### src/rtl/csi_pkt_sequencer.sv
// CSI-2 receive packet sequencer: parses headers from the merged 16-bit byte stream,
// walks each packet through header/payload/CRC and forwards payload of one virtual channel.
module csi_pkt_sequencer #(
  parameter logic [1:0]  VC_ID  = 2'd0,
  parameter logic [15:0] MAX_WC = 16'd8192
) (
  input  logic        clk,
  input  logic        reset,
  input  logic [15:0] din,
  input  logic        din_valid,
  output logic [15:0] dout,
  output logic        dout_valid,
  output logic        dout_last,
  output logic        dout_odd,
  output logic        fr_active,
  output logic        fr_valid,
  output logic [5:0]  data_type,
  output logic        pkt_err
);

  localparam logic [1:0] StIdle    = 2'd0;
  localparam logic [1:0] StHdr1    = 2'd1;
  localparam logic [1:0] StPayload = 2'd2;
  localparam logic [1:0] StCrc     = 2'd3;

  logic [1:0]  state_q, state_d;
  logic [15:0] cnt_q, cnt_d;
  logic [7:0]  di_q, di_d;
  logic [7:0]  wc_lo_q, wc_lo_d;
  logic        fwd_q, fwd_d;
  logic        odd_q, odd_d;
  logic [15:0] dout_q, dout_d;
  logic        dout_valid_q, dout_valid_d;
  logic        dout_last_q, dout_last_d;
  logic        dout_odd_q, dout_odd_d;
  logic        fr_active_q, fr_active_d;
  logic        fr_valid_q, fr_valid_d;
  logic [5:0]  data_type_q, data_type_d;
  logic        pkt_err_q, pkt_err_d;

  logic [15:0] wc;
  logic        vc_match;

  assign wc       = {din[7:0], wc_lo_q};
  assign vc_match = (di_q[7:6] == VC_ID);

  always_comb begin
    state_d      = state_q;
    cnt_d        = cnt_q;
    di_d         = di_q;
    wc_lo_d      = wc_lo_q;
    fwd_d        = fwd_q;
    odd_d        = odd_q;
    dout_d       = dout_q;
    dout_valid_d = 1'b0;
    dout_last_d  = 1'b0;
    dout_odd_d   = 1'b0;
    fr_active_d  = fr_active_q;
    fr_valid_d   = fr_valid_q;
    data_type_d  = data_type_q;
    pkt_err_d    = 1'b0;

    if (din_valid) begin
      unique case (state_q)
        StIdle: begin
          di_d    = din[7:0];
          wc_lo_d = din[15:8];
          state_d = StHdr1;
        end
        StHdr1: begin
          data_type_d = di_q[5:0];
          state_d     = StIdle;
          if (di_q[5:4] == 2'b00) begin
            // Short packets of other virtual channels are dropped without error.
            if (vc_match) begin
              unique case (di_q[3:0])
                4'h0: begin
                  if (fr_active_q) pkt_err_d = 1'b1;
                  else             fr_active_d = 1'b1;
                end
                4'h1: begin
                  if (!fr_active_q) pkt_err_d = 1'b1;
                  else              fr_active_d = 1'b0;
                end
                4'h2, 4'h3: ;
                default: pkt_err_d = 1'b1;
              endcase
            end
          end else if (wc != 16'd0 && wc <= MAX_WC) begin
            state_d    = StPayload;
            cnt_d      = {1'b0, wc[15:1]} + {15'd0, wc[0]};
            odd_d      = wc[0];
            fwd_d      = vc_match && fr_active_q;
            fr_valid_d = vc_match && fr_active_q;
          end else begin
            pkt_err_d = 1'b1;
          end
        end
        StPayload: begin
          dout_valid_d = fwd_q;
          if (fwd_q) dout_d = din;
          if (cnt_q == 16'd1) begin
            dout_last_d = fwd_q;
            dout_odd_d  = fwd_q && odd_q;
            fr_valid_d  = 1'b0;
            state_d     = StCrc;
          end else begin
            cnt_d = cnt_q - 16'd1;
          end
        end
        StCrc: state_d = StIdle;
        default: state_d = StIdle;
      endcase
    end
  end

  always_ff @(posedge clk or negedge reset) begin
    if (!reset) begin
      state_q      <= StIdle;
      cnt_q        <= 16'd0;
      di_q         <= 8'd0;
      wc_lo_q      <= 8'd0;
      fwd_q        <= 1'b0;
      odd_q        <= 1'b0;
      dout_q       <= 16'd0;
      dout_valid_q <= 1'b0;
      dout_last_q  <= 1'b0;
      dout_odd_q   <= 1'b0;
      fr_active_q  <= 1'b0;
      fr_valid_q   <= 1'b0;
      data_type_q  <= 6'd0;
      pkt_err_q    <= 1'b0;
    end else begin
      state_q      <= state_d;
      cnt_q        <= cnt_d;
      di_q         <= di_d;
      wc_lo_q      <= wc_lo_d;
      fwd_q        <= fwd_d;
      odd_q        <= odd_d;
      dout_q       <= dout_d;
      dout_valid_q <= dout_valid_d;
      dout_last_q  <= dout_last_d;
      dout_odd_q   <= dout_odd_d;
      fr_active_q  <= fr_active_d;
      fr_valid_q   <= fr_valid_d;
      data_type_q  <= data_type_d;
      pkt_err_q    <= pkt_err_d;
    end
  end

  assign dout       = dout_q;
  assign dout_valid = dout_valid_q;
  assign dout_last  = dout_last_q;
  assign dout_odd   = dout_odd_q;
  assign fr_active  = fr_active_q;
  assign fr_valid   = fr_valid_q;
  assign data_type  = data_type_q;
  assign pkt_err    = pkt_err_q;

endmodule
### config.mk
export PLATFORM = sky130hd
export DESIGN_NAME = csi_pkt_sequencer
export DESIGN_NICKNAME = d
export VERILOG_FILES = /design/src/rtl/csi_pkt_sequencer.sv
export SDC_FILE = /design/constraint.sdc
export NUM_CORES = 1
export LEC_CHECK = 0
export CORE_MARGIN = 1
export CORE_UTILIZATION = 54
export CTS_CLUSTER_SIZE = 30
export DETAILED_ROUTE_END_ITERATION = 7
export GPL_ROUTABILITY_DRIVEN = 0
export PLACE_DENSITY = 0.79
export SLEW_MARGIN = 15
export SYNTH_ARGS = -nofsm -noshare
export SYNTH_HDL_FRONTEND = slang
export SYNTH_SLANG_ARGS = --single-unit
### constraint.sdc
create_clock -name clk -period 2.35 [get_ports clk]
set_clock_uncertainty 0.15 [all_clocks]
set_input_delay 0.5875 -clock clk [delete_from_list [all_inputs] [get_ports clk]]
set_output_delay 0.5875 -clock clk [all_outputs]
set_load 0.02 [all_outputs]
# Word-level counts from Yosys, hierarchy flattened
# Index checks and enable logic that the tools add are counted.
[word_totals]
register_bits = 64
out_inout_bits = 28
word_cells = 77
in_bits = 19
[classes]
n_eq_ne = 11
add_sub_neg = 2
bitwise_logic = 1
n_mux = 29
n_lt_le_gt_ge = 1
n_reduce_logical = 19
[op_table]
columns = ["op", "count"]
rows = [
  ["two-way mux 16 bit", 3],
  ["one-hot mux 16 bit (2 select lines)", 1],
  ["two-way mux 1 bit", 18],
  ["adder 15 x 1 -> 16 bit", 1],
  ["== test 16 x 1 -> 1 bit (second input constant)", 1],
  ["less-or-equal comparator 16 x 14 -> 1 bit (second input constant)", 1],
  ["nonzero test 16 bit", 1],
  ["subtractor 16 x 1 -> 16 bit (second input constant)", 1],
  ["AND reduction 5 bit", 3],
  ["== test 4 x 2 -> 1 bit (second input constant)", 2],
  ["!= test 2 bit (second input constant)", 4],
  ["one-hot mux 2 bit (4 select lines)", 1],
  ["zero test 2 bit", 3],
  ["two-way mux 2 bit", 3],
  ["AND reduction 2 bit", 3],
  ["== test 2 bit (second input constant)", 2],
  ["== test 4 x 1 -> 1 bit (second input constant)", 1],
  ["zero test 4 bit", 1],
  ["one-hot mux 1 bit (2 select lines)", 2],
  ["AND reduction 4 bit", 1],
  ["nonzero test 2 bit", 2],
  ["logical AND 1 bit", 3],
  ["one-hot mux 1 bit (3 select lines)", 1],
  ["AND reduction 3 bit", 1],
  ["3 further kinds", 3],
]

# Depth between registers and ports, before layout
# Gate-level depths: netlist of the first run.
[logic_depth]
ltp_word = 7
ltp_mapped = 9
depth_no_buf = 7

# Least setup slack after synthesis of the first run
# No wires, ideal clock.
[synth_path]
kind = "input to register"
startpoint = "in din[1]"
endpoint = "reg cnt_q[11]"
slack_ps = 235
n_path_buf = 2
t_required_ps = 2076
cell_stages = 7
arrival_time_ps = 1841
setup_ps = 124
path_cell_list = "clkbuf_1 -> nor4_1 -> nand3_1 -> mux2i_1 -> buf_4 -> a221oi_2 -> a211o_1"
[synth_via]
elab_chain_len = 4
word_cells_on_any_way = 9
cone_classes = "add/sub (1); order compare (1); eq/ne (1); mux (3); reduce/logical (3)"
[synth_lines]
columns = ["item", "line_no", "rtl"]
rows = [
  ["start: declaration", "9", "input logic [15:0] din,"],
  ["adder 15 x 1 -> 16 bit (tied with other cells)", "91", "cnt_d = {1'b0, wc[15:1]} + {15'd0, wc[0]};"],
  ["two-way mux 16 bit or logical AND 1 bit (tied branches)", "89", "end else if (wc != 16'd0 && wc <= MAX_WC) begin"],
  ["two-way mux 16 bit or != test 2 bit (tied branches)", "--", ""],
  ["one-hot mux 16 bit (2 select lines) or AND reduction 5 bit (tied branches)", "--", ""],
  ["end signal: assignment", "135", "cnt_q <= cnt_d;"],
  ["end: declaration", "27", "logic [15:0] cnt_q, cnt_d;"],
]
# Parallel ways exist; a longest one is shown, timed or not. The select of a mux whose other input is x is not followed.
# A chain may end at the register's enable or synchronous reset.

# Worst setup path after layout of the first run
[layout_path]
startpoint = "in din[0]"
endpoint = "reg cnt_q[11]"
# Same word-level chain as after synthesis.

==> flow_metrics.tcl, run 1 <==
set metrics [dict create \
    synth.top_cell.area_share_pct 49.7 \
    drt_iter0_drc 247 \
    die_h_um 79.3 \
    rsz0062_at_grt "yes" \
    ys.flop_type "dfrtp_1" \
    hold_violations 0 \
    relSlewSlack_pct 48.0 \
    cts_setup_buffers 0 \
    fill_cells 367 \
    maxCapViolations 0 \
    coreArea_um2 5640 \
    globalRouteTotalUtil_pct 29.1 \
    die_area_um2 6280 \
    drc 0 \
    antenna_cells 0 \
    syn_area_um2 3220 \
    grt_pass1_vias 2770 \
    status "completed" \
    synth-async-reset-ratio_pct 100 \
    synth.distinct_cells 53 \
    clock_latency_ns 0.35 \
    grt_pass1_wl_um 13800 \
    cts.htree.levels 3 \
    cp-start-kind "primary input" \
    clockBufferDepth 2 \
    drt_wl_total_um 8530 \
    post-dp-hpwl_um 5500 \
    synth_seq_cells 64 \
    clockRootBuffer "clkbuf_8" \
    numCtsBuffers 9 \
    ys_top_cells_by_area "dfrtp_1, mux2_2, nor2_1" \
    cts_sinks 64 \
    postRouteAntennaNets 0 \
    hold_buffers 0 \
    yosysSeqAreaShare_pct 49.7 \
    nets 392 \
    layout_commonest_cell "dfrtp_1" \
    avgViaCountPerCell 6.06 \
    criticalPathCategory "in2reg" \
    fmax_mhz 429 \
    ir_drop_mv 0.805 \
    crit_arrival_ns 2.42 \
    overflow 0 \
    cp_max_fo 4 \
    multi_input_area_um2 1580 \
    fin_total_pwr_w 0.00425 \
    setup_tns_ns 0 \
    start_util_pct 57.1 \
    powerDensity_nw_per_um2 1010 \
    syn2layout_area_growth_pct 31.0 \
    place_inst 429 \
    synth_top_area_cell "dfrtp_1" \
    slew_viol_final 0 \
    cp_data_required_time_ns 2.44 \
    setup_violations 0 \
    die_x_um 79.3 \
    grt_antenna_before_repair 0 \
    p_leak_nw 1.84 \
    syn_inst 294 \
    yosys_warnings 0 \
    num_io_pins 47 \
    vias 2697 \
    path_clk_slew_ns 0.07 \
    port-buffer-count 46 \
    synth_edf_count 0 \
    dr.pass1.iters 5 \
    syn_area_per_cell_um2 11.0 \
    rows 27 \
    syn_nets 318 \
    end_kind "flop" \
    cts_tree "done" \
    ff_latch_area_um2 1600 \
    stdcell_count 445 \
    layout_common_cells "dfrtp_1, clkdlybuf4s50_1, mux2_2" \
    grt_max_degree 35 \
    drive_above_1_share_pct 26.0 \
    worst_slew_pin_slew_ns 0.780 \
    period_needed_ns 2.33 \
    worstHoldPathType "in2async" \
    period_share_pct 99.1 \
    routedWlPerCell_um 19.2 \
]
[repair_timing]
item                       4_1_cts  5_1_grt
setup endpoints to repair       16       17
pin swaps                        0        3
gates resized for setup          4       11
cloned                           0        0
[synthesized netlist by cell type, types with 3 or more instances]
cell type	n
dfrtp_1	64
mux2_2	35
nor2_1	22
nand2_1	14
a21oi_1	13
nand3_1	13
o21ai_0	13
nor3_1	9
inv_1	8
xnor2_1	8
a31oi_1	7
and3_1	6
clkbuf_1	5
ha_1	5
nand4_1	5
a2bb2oi_1	4
nor4b_1	4
xor2_1	4
a211o_1	3
a22oi_1	3
buf_6	3
nor4_1	3
[final cells by class]
class                   count  share of cell area, %
flip-flops and latches     64                   37.9
clock buffers              10                   3.26
clock inverters             6                   1.63
well taps                  72                   2.13
repair buffers             76                   16.9
multi-input cells         209                   37.5
inverters                   8                  0.711
[worst max-delay path, stage by stage]
cell and delay, ns:
clkdlybuf4s50_1 0.46, nor4_2 0.36, nand3_2 0.19, mux2i_4 0.29, buf_4 0.17, a221oi_2 0.06, a211o_1 0.29
[routing by layer]
metal  global-route usage (%)  routed length, um  part of all wire (%)
met5                        0                  0                     0
met1                     38.8               3570                    42
met2                     45.7               4170                    49
met3                     6.32                562                   6.6
met4                     12.7                225                   2.6
[sequential cells by signal, indices dropped and copies added (netlist names), 6 cells and up, named ones only]
name / cells
wc_lo_q: 8
data_type: 6
dout: 16
cnt_q: 16
di_q: 8
[where the power goes]
part | internal (W) | switching [W] | leakage (nW)
registers | 0.00145 | 0.000357 | 0.799
logic | 0.000735 | 0.000724 | 0.951
clock network | 0.000520 | 0.000458 | 0.0907
[stage by stage]
stage / utilization (%) / instance area, um2 / hold slack (ns) / worst slack [ns]
CTS: 73.7 / 4160 / 0.113 / 0.00234
global route: 74.9 / 4220 / 0.151 / -0.0517
detailed placement: 69.8 / 3940 / 0.320 / -0.501
finish: 74.9 / 4220 / 0.105 / 0.0205
global placement: 69.8 / 3940 / 0.311 / -0.417
floorplan: - / 3220 / 0.142 / 0.235
[final timing paths]
| kind | slack, ns | to | depth (start not counted) | start |
|---|---|---|---|---|
| setup / recovery | 0.02 | cnt_q[11] | 7 | din[0] |
| hold / removal | 0.10 | cnt_q[1] | 2 | reset |
| setup reg to reg | 0.18 | cnt_q[11] | 6 | wc_lo_q[4] |
| hold reg to reg | 0.35 | dout_odd | 1 | odd_q |
| max in group asynchronous | 1.60 | di_q[4] | 2 | reset |
| min in group clk | 0.35 | dout_odd | 1 | odd_q |
[kinds of logic (layout without fill, tap and decap cells)]
logic type	after synthesis	count (layout)	synth area share, %
simple gates	94	94	16.3
mux	36	36	12.5
buf+inv	21	100	3.45
fa+ha+maj	5	5	1.94
compound gates	62	62	12.8
flops	64	64	49.7
xor+xnor	12	12	3.26
(Power assumes the default switching activity.)
==> run 2, diff against run 1 <==
--- a/config.mk
+++ b/config.mk
@@ -5,12 +5,11 @@
 export SDC_FILE = /design/constraint.sdc
 export NUM_CORES = 1
 export LEC_CHECK = 0
-export CORE_MARGIN = 1
-export CORE_UTILIZATION = 54
+export CORE_UTILIZATION = 49
 export CTS_CLUSTER_SIZE = 30
 export DETAILED_ROUTE_END_ITERATION = 7
 export GPL_ROUTABILITY_DRIVEN = 0
-export PLACE_DENSITY = 0.79
+export PLACE_DENSITY = 0.76
 export SLEW_MARGIN = 15
 export SYNTH_ARGS = -nofsm -noshare
 export SYNTH_HDL_FRONTEND = slang
==> constraint.sdc (replaced) <==
create_clock -name clk -period 1.9 [get_ports clk]
set_clock_uncertainty 0.15 [all_clocks]
set_input_delay 0.475 -clock clk [delete_from_list [all_inputs] [get_ports clk]]
set_output_delay 0.475 -clock clk [all_outputs]
set_load 0.02 [all_outputs]
==> flow_metrics.tcl, run 2 (synthesized netlist as in run 1, its figures left out) <==
set metrics [dict create \
    status "complete, but fails checks" \
    violations "setup timing" \
    drt_wl_total_um 9780 \
    fmax_mhz 482 \
    clock_latency_ns 0.34 \
    grt_pass1_wl_um 15400 \
    p_leak_nw 2.28 \
    syn2layout_area_growth_pct 49.7 \
    setup_ws_ns -0.174 \
    rows 29 \
    vias 2975 \
    path_clk_slew_ns 0.08 \
    slowest_stage "dfrtp_1" \
    avgViaCountPerCell 6.00 \
    die_h_um 83.1 \
    port-buffer-count 46 \
    design_area_um2 4830 \
    crit_arrival_ns 2.15 \
    drive_above_1_share_pct 41.5 \
    cts_sinks 64 \
    placed_area_um2 4240 \
    nets 438 \
    reg2reg_depth 7 \
    num_io_pins 47 \
    fin_total_pwr_w 0.00589 \
    path_cells "nor4_4 -> buf_4 -> nand3_4 -> mux2i_4 -> buf_6 -> a221oi_2 -> a211o_1" \
    ir_drop_mv 1.10 \
    grt_pass1_vias 3106 \
    rsz0062_at_grt "yes" \
    clockBufferDepth 2 \
    start_util_pct 50.8 \
    hold_violations 0 \
    end_kind "flop" \
    cp_max_fo 6 \
    grt_max_degree 26 \
    cts_tree "done" \
    grt_antenna_before_repair 0 \
    coreArea_um2 6350 \
    postRouteAntennaNets 0 \
    routedWlPerCell_um 19.7 \
    cp_data_required_time_ns 1.98 \
    die_x_um 83.1 \
    overflow 0 \
    criticalPathCategory "reg2reg" \
    period_share_pct 109 \
    globalRouteTotalUtil_pct 28.6 \
    worstHoldPathType "reg2reg" \
    slew_viol_final 0 \
    cp-start-kind "flop" \
    drc 0 \
    dr.pass1.iters 4 \
    layout_commonest_cell "dfrtp_1" \
    powerDensity_nw_per_um2 1220 \
    period_needed_ns 2.07 \
    slowest_delay_ns 0.42 \
    cts.htree.levels 3 \
    maxCapViolations 0 \
    setup_violations 21 \
    clockRootBuffer "clkbuf_8" \
    antenna_cells 0 \
    post-dp-hpwl_um 5930 \
    min_path_cells 1 \
    fin_util_pct 76.0 \
    drt_iter0_drc 234 \
    worst_slew_pin_slew_ns 0.459 \
    hold_slack_ns 0.334 \
    die_area_um2 6910 \
    relSlewSlack_pct 69.4 \
    numCtsBuffers 9 \
    layout_common_cells "dfrtp_1, buf_4, mux2_2" \
]
-- run 2: cell count changes in the layout (fill, tap and decap cells not counted), moves of 3 or more --
cell | previous run | this run
buf_4 | 27 | 60
dlygate4sd2_1 | 0 | 33
clkdlybuf4s50_1 | 45 | 10
a21oi_2 | 0 | 4
nor4_4 | 0 | 4
buf_6 | 0 | 9
o21ai_0 | 13 | 9
o21ai_1 | 0 | 4
inv_2 | 0 | 3
inv_1 | 8 | 5
a21oi_1 | 13 | 8
buf_12 | 2 | 5
nor2_1 | 22 | 19
clkinv_2 | 0 | 3
-- run 2: routing by layer --
metal | vias to the layer above | wire, um | GRT usage (%)
li1 | 1334 | - | -
met1 | 1470 | 3960 | 36.0
met2 | 135 | 4830 | 45.7
met3 | 36 | 649 | 7.75
met4 | 0 | 342 | 13.8
met5 | - | 0 | 0
-- run 2: where the power goes --
group,switching (W),total [W],internal [W]
clock,0.000564,0.00116,0.000599
sequential,0.000440,0.00223,0.00179
combinational,0.00120,0.00249,0.00130
total,0.00220,0.00589,0.00369
-- run 2: final timing paths --
path                            start            to  slack (ns)
max in group asynchronous       reset  data_type[0]        0.64
min reg2reg                     fwd_q         fwd_q        0.33
max                        wc_lo_q[2]     cnt_q[11]       -0.17
min                             fwd_q         fwd_q        0.33
max reg2reg                wc_lo_q[2]     cnt_q[11]       -0.17
min in group asynchronous       reset      cnt_q[8]        0.46
-- run 2: critical path, delay by kind of cell, from the launching register on --
family	cells	cell delay [ns]
simple gates	2	0.41
buf+inv	2	0.36
compound gates	2	0.29
flops	1	0.42
mux	1	0.33
-- run 2: through the flow --
stage	setup slack [ns]	instances	TNS, ns
2_1_floorplan	-0.0332	294	-0.0663
3_3_place_gp	-0.757	468	-17.44
3_5_place_dp	-0.863	468	-20.13
4_1_cts	-0.116	495	-0.800
5_1_grt	-0.212	496	-2.98
6_report	-0.174	496	-2.11
-- run 2: cell type report --
type | instances | area [um2]
Sequential cell | 64 | 1600
Multi-Input combinational cell | 210 | 1830
Clock inverter | 6 | 60.1
Timing Repair Buffer | 121 | 1080
Fill cell | 378 | 1520
Inverter | 8 | 30.0
Tap cell | 77 | 96.3
Clock buffer | 10 | 128
-- run 2: what timing repair did --
item                                   4_1_cts  5_1_grt
setup endpoints to repair                   48       22
endpoints found under the hold margin       14        0
resized for setup                           84       26
buffers inserted                             8        1
gates cloned                                 2        0
hold buffers                                 1        0
pin swaps                                   17       10
==> run 3, diff against run 2 <==
--- a/config.mk
+++ b/config.mk
@@ -5,11 +5,12 @@
 export SDC_FILE = /design/constraint.sdc
 export NUM_CORES = 1
 export LEC_CHECK = 0
-export CORE_UTILIZATION = 49
+export CORE_UTILIZATION = 51
+export CTS_BUF_LIST = sky130_fd_sc_hd__clkbuf_4 sky130_fd_sc_hd__clkbuf_8
 export CTS_CLUSTER_SIZE = 30
 export DETAILED_ROUTE_END_ITERATION = 7
 export GPL_ROUTABILITY_DRIVEN = 0
-export PLACE_DENSITY = 0.76
+export PLACE_DENSITY = 0.79
 export SLEW_MARGIN = 15
 export SYNTH_ARGS = -nofsm -noshare
 export SYNTH_HDL_FRONTEND = slang
==> flow_metrics.tcl, run 3 (synthesized netlist as in run 1, its figures left out) <==
set metrics [dict create \
    die_area_um2 6640 \
    status "complete, but fails checks" \
    placed_area_um2 4220 \
    overflow 0 \
    drive_above_1_share_pct 42.6 \
    port-buffer-count 46 \
    slowest_stage "dfrtp_1" \
    rr_startpoint "wc_lo_q[1]" \
    dr.pass1.iters 7 \
    cts.htree.levels 3 \
    antenna_cells 0 \
    vias 3230 \
    nets 444 \
    r2r_setup_slack_ns -0.21 \
    die_h_um 81.5 \
    cts_sinks 64 \
    relSlewSlack_pct 67.0 \
    reg2reg_depth 8 \
    worst_r2r_endpoint "fr_valid" \
    coreArea_um2 5990 \
    path_clk_slew_ns 0.07 \
    maxCapViolations 0 \
    routedWlPerCell_um 22.9 \
    num_io_pins 47 \
    period_needed_ns 2.11 \
    rows 28 \
    rsz0062_at_grt "yes" \
    drc 0 \
    worstHoldPathType "reg2reg" \
    layout_commonest_cell "buf_4" \
    powerDensity_nw_per_um2 1250 \
    drt_iter0_drc 605 \
    fin_total_pwr_w 0.00597 \
    syn2layout_area_growth_pct 48.7 \
    grt_pass1_wl_um 15300 \
    worst_slew_pin_slew_ns 0.495 \
    post-dp-hpwl_um 5960 \
    setup_ws_ns -0.209 \
    clockBufferDepth 2 \
    p_leak_nw 2.31 \
    end_kind "flop" \
    place_inst 467 \
    design_area_um2 4790 \
    cp_num_buf_inv 2 \
    ir_drop_mv 0.976 \
    hold_slack_ns 0.339 \
    whs_endpoint "fwd_q" \
    clockRootBuffer "clkbuf_8" \
    grt_antenna_before_repair 0 \
    violations "setup timing" \
    slew_viol_final 0 \
    slowest_delay_ns 0.40 \
    grt_max_degree 40 \
    cp_common_cell "nor4b_4" \
    numCtsBuffers 9 \
    setup_violations 22 \
    path_delay_family "simple AND/OR/NAND/NOR gates" \
    layout_common_cells "buf_4, dfrtp_1, mux2_2" \
    cp_data_required_time_ns 1.98 \
    avgViaCountPerCell 6.46 \
    globalRouteTotalUtil_pct 31.9 \
    stdcell_count 500 \
    drt_wl_total_um 11400 \
    grt_pass1_vias 3013 \
    die_x_um 81.5 \
    hold_violations 0 \
    path_cells "inv_2 -> ha_4 -> nor4b_4 -> nand3_2 -> mux2i_4 -> buf_4 -> nor4b_4 -> a211o_1" \
    fin_util_pct 80.0 \
    cp-start-kind "flop" \
    start_util_pct 53.8 \
    criticalPathCategory "reg2reg" \
    clock_latency_ns 0.34 \
    crit_arrival_ns 2.18 \
    hp-start "fwd_q" \
    cts_tree "done" \
    postRouteAntennaNets 0 \
    fmax_mhz 474 \
    cp_max_fo 5 \
    min_path_cells 1 \
    period_share_pct 111 \
]
==> run 3: cell count changes in the layout (fill, tap and decap cells not counted), moves of 2 or more <==
cell,change
buf_4,+9
nor4_2,+4
nor4_4,-4
clkbuf_4,+3
a21oi_1,-2
a21oi_2,+2
ha_1,-2
ha_2,+2
nor2_2,+2
nor2_4,-2
nor4b_2,-2
xnor2_1,-2
xnor2_2,+2
==> run 3: worst max-delay path by stage <==
stage	from	to	slack [ns]	depth (start not counted)
detailed placement	din[2]	cnt_q[4]	-0.75	7
finish	wc_lo_q[1]	fr_valid	-0.21	8
floorplan	flop	cnt_q[11]	-0.03	7
global route	wc_lo_q[1]	cnt_q[1]	-0.26	8
CTS	wc_lo_q[1]	cnt_q[11]	-0.11	7
global placement	din[2]	cnt_q[4]	-0.68	7
==> run 3: through the flow <==
stage | TNS, ns | setup WS [ns]
6_report | -3.14 | -0.209
5_1_grt | -4.03 | -0.257
4_1_cts | -1.28 | -0.113
3_5_place_dp | -18.48 | -0.745
3_3_place_gp | -17.03 | -0.683
2_1_floorplan | -0.0663 | -0.0332
==> run 3: metal layers <==
metal / vias up / share of wire [%] / GRT usage, %
met5: - / 0 / 0
met4: 0 / 3.7 / 14.8
met3: 56 / 9.9 / 10.8
met2: 271 / 49 / 48.9
met1: 1555 / 38 / 40.8
li1: 1348 / - / -
==> run 3: what timing repair did <==
action,CTS,global route
resized for setup,79,28
hold buffers,1,0
endpoints found under the hold margin,15,0
pin swaps,20,12
cloned,1,0
buffers inserted,8,7
endpoints found under the setup margin,47,25
==> run 3: final cells by class <==
type / count / area (um2)
clock inverters: 3 / 17.5
flip-flops and latches: 64 / 1600
multi-input cells: 209 / 1770
clock buffers: 13 / 160
well taps: 75 / 93.8
repair buffers: 128 / 1120
fillers: 306 / 1200
inverters: 8 / 30.0
==> run 3: report_power, final <==
part           internal (W)  switching, W
logic               0.00135       0.00133
clock network      0.000550      0.000538
registers           0.00180      0.000409
total               0.00370       0.00228
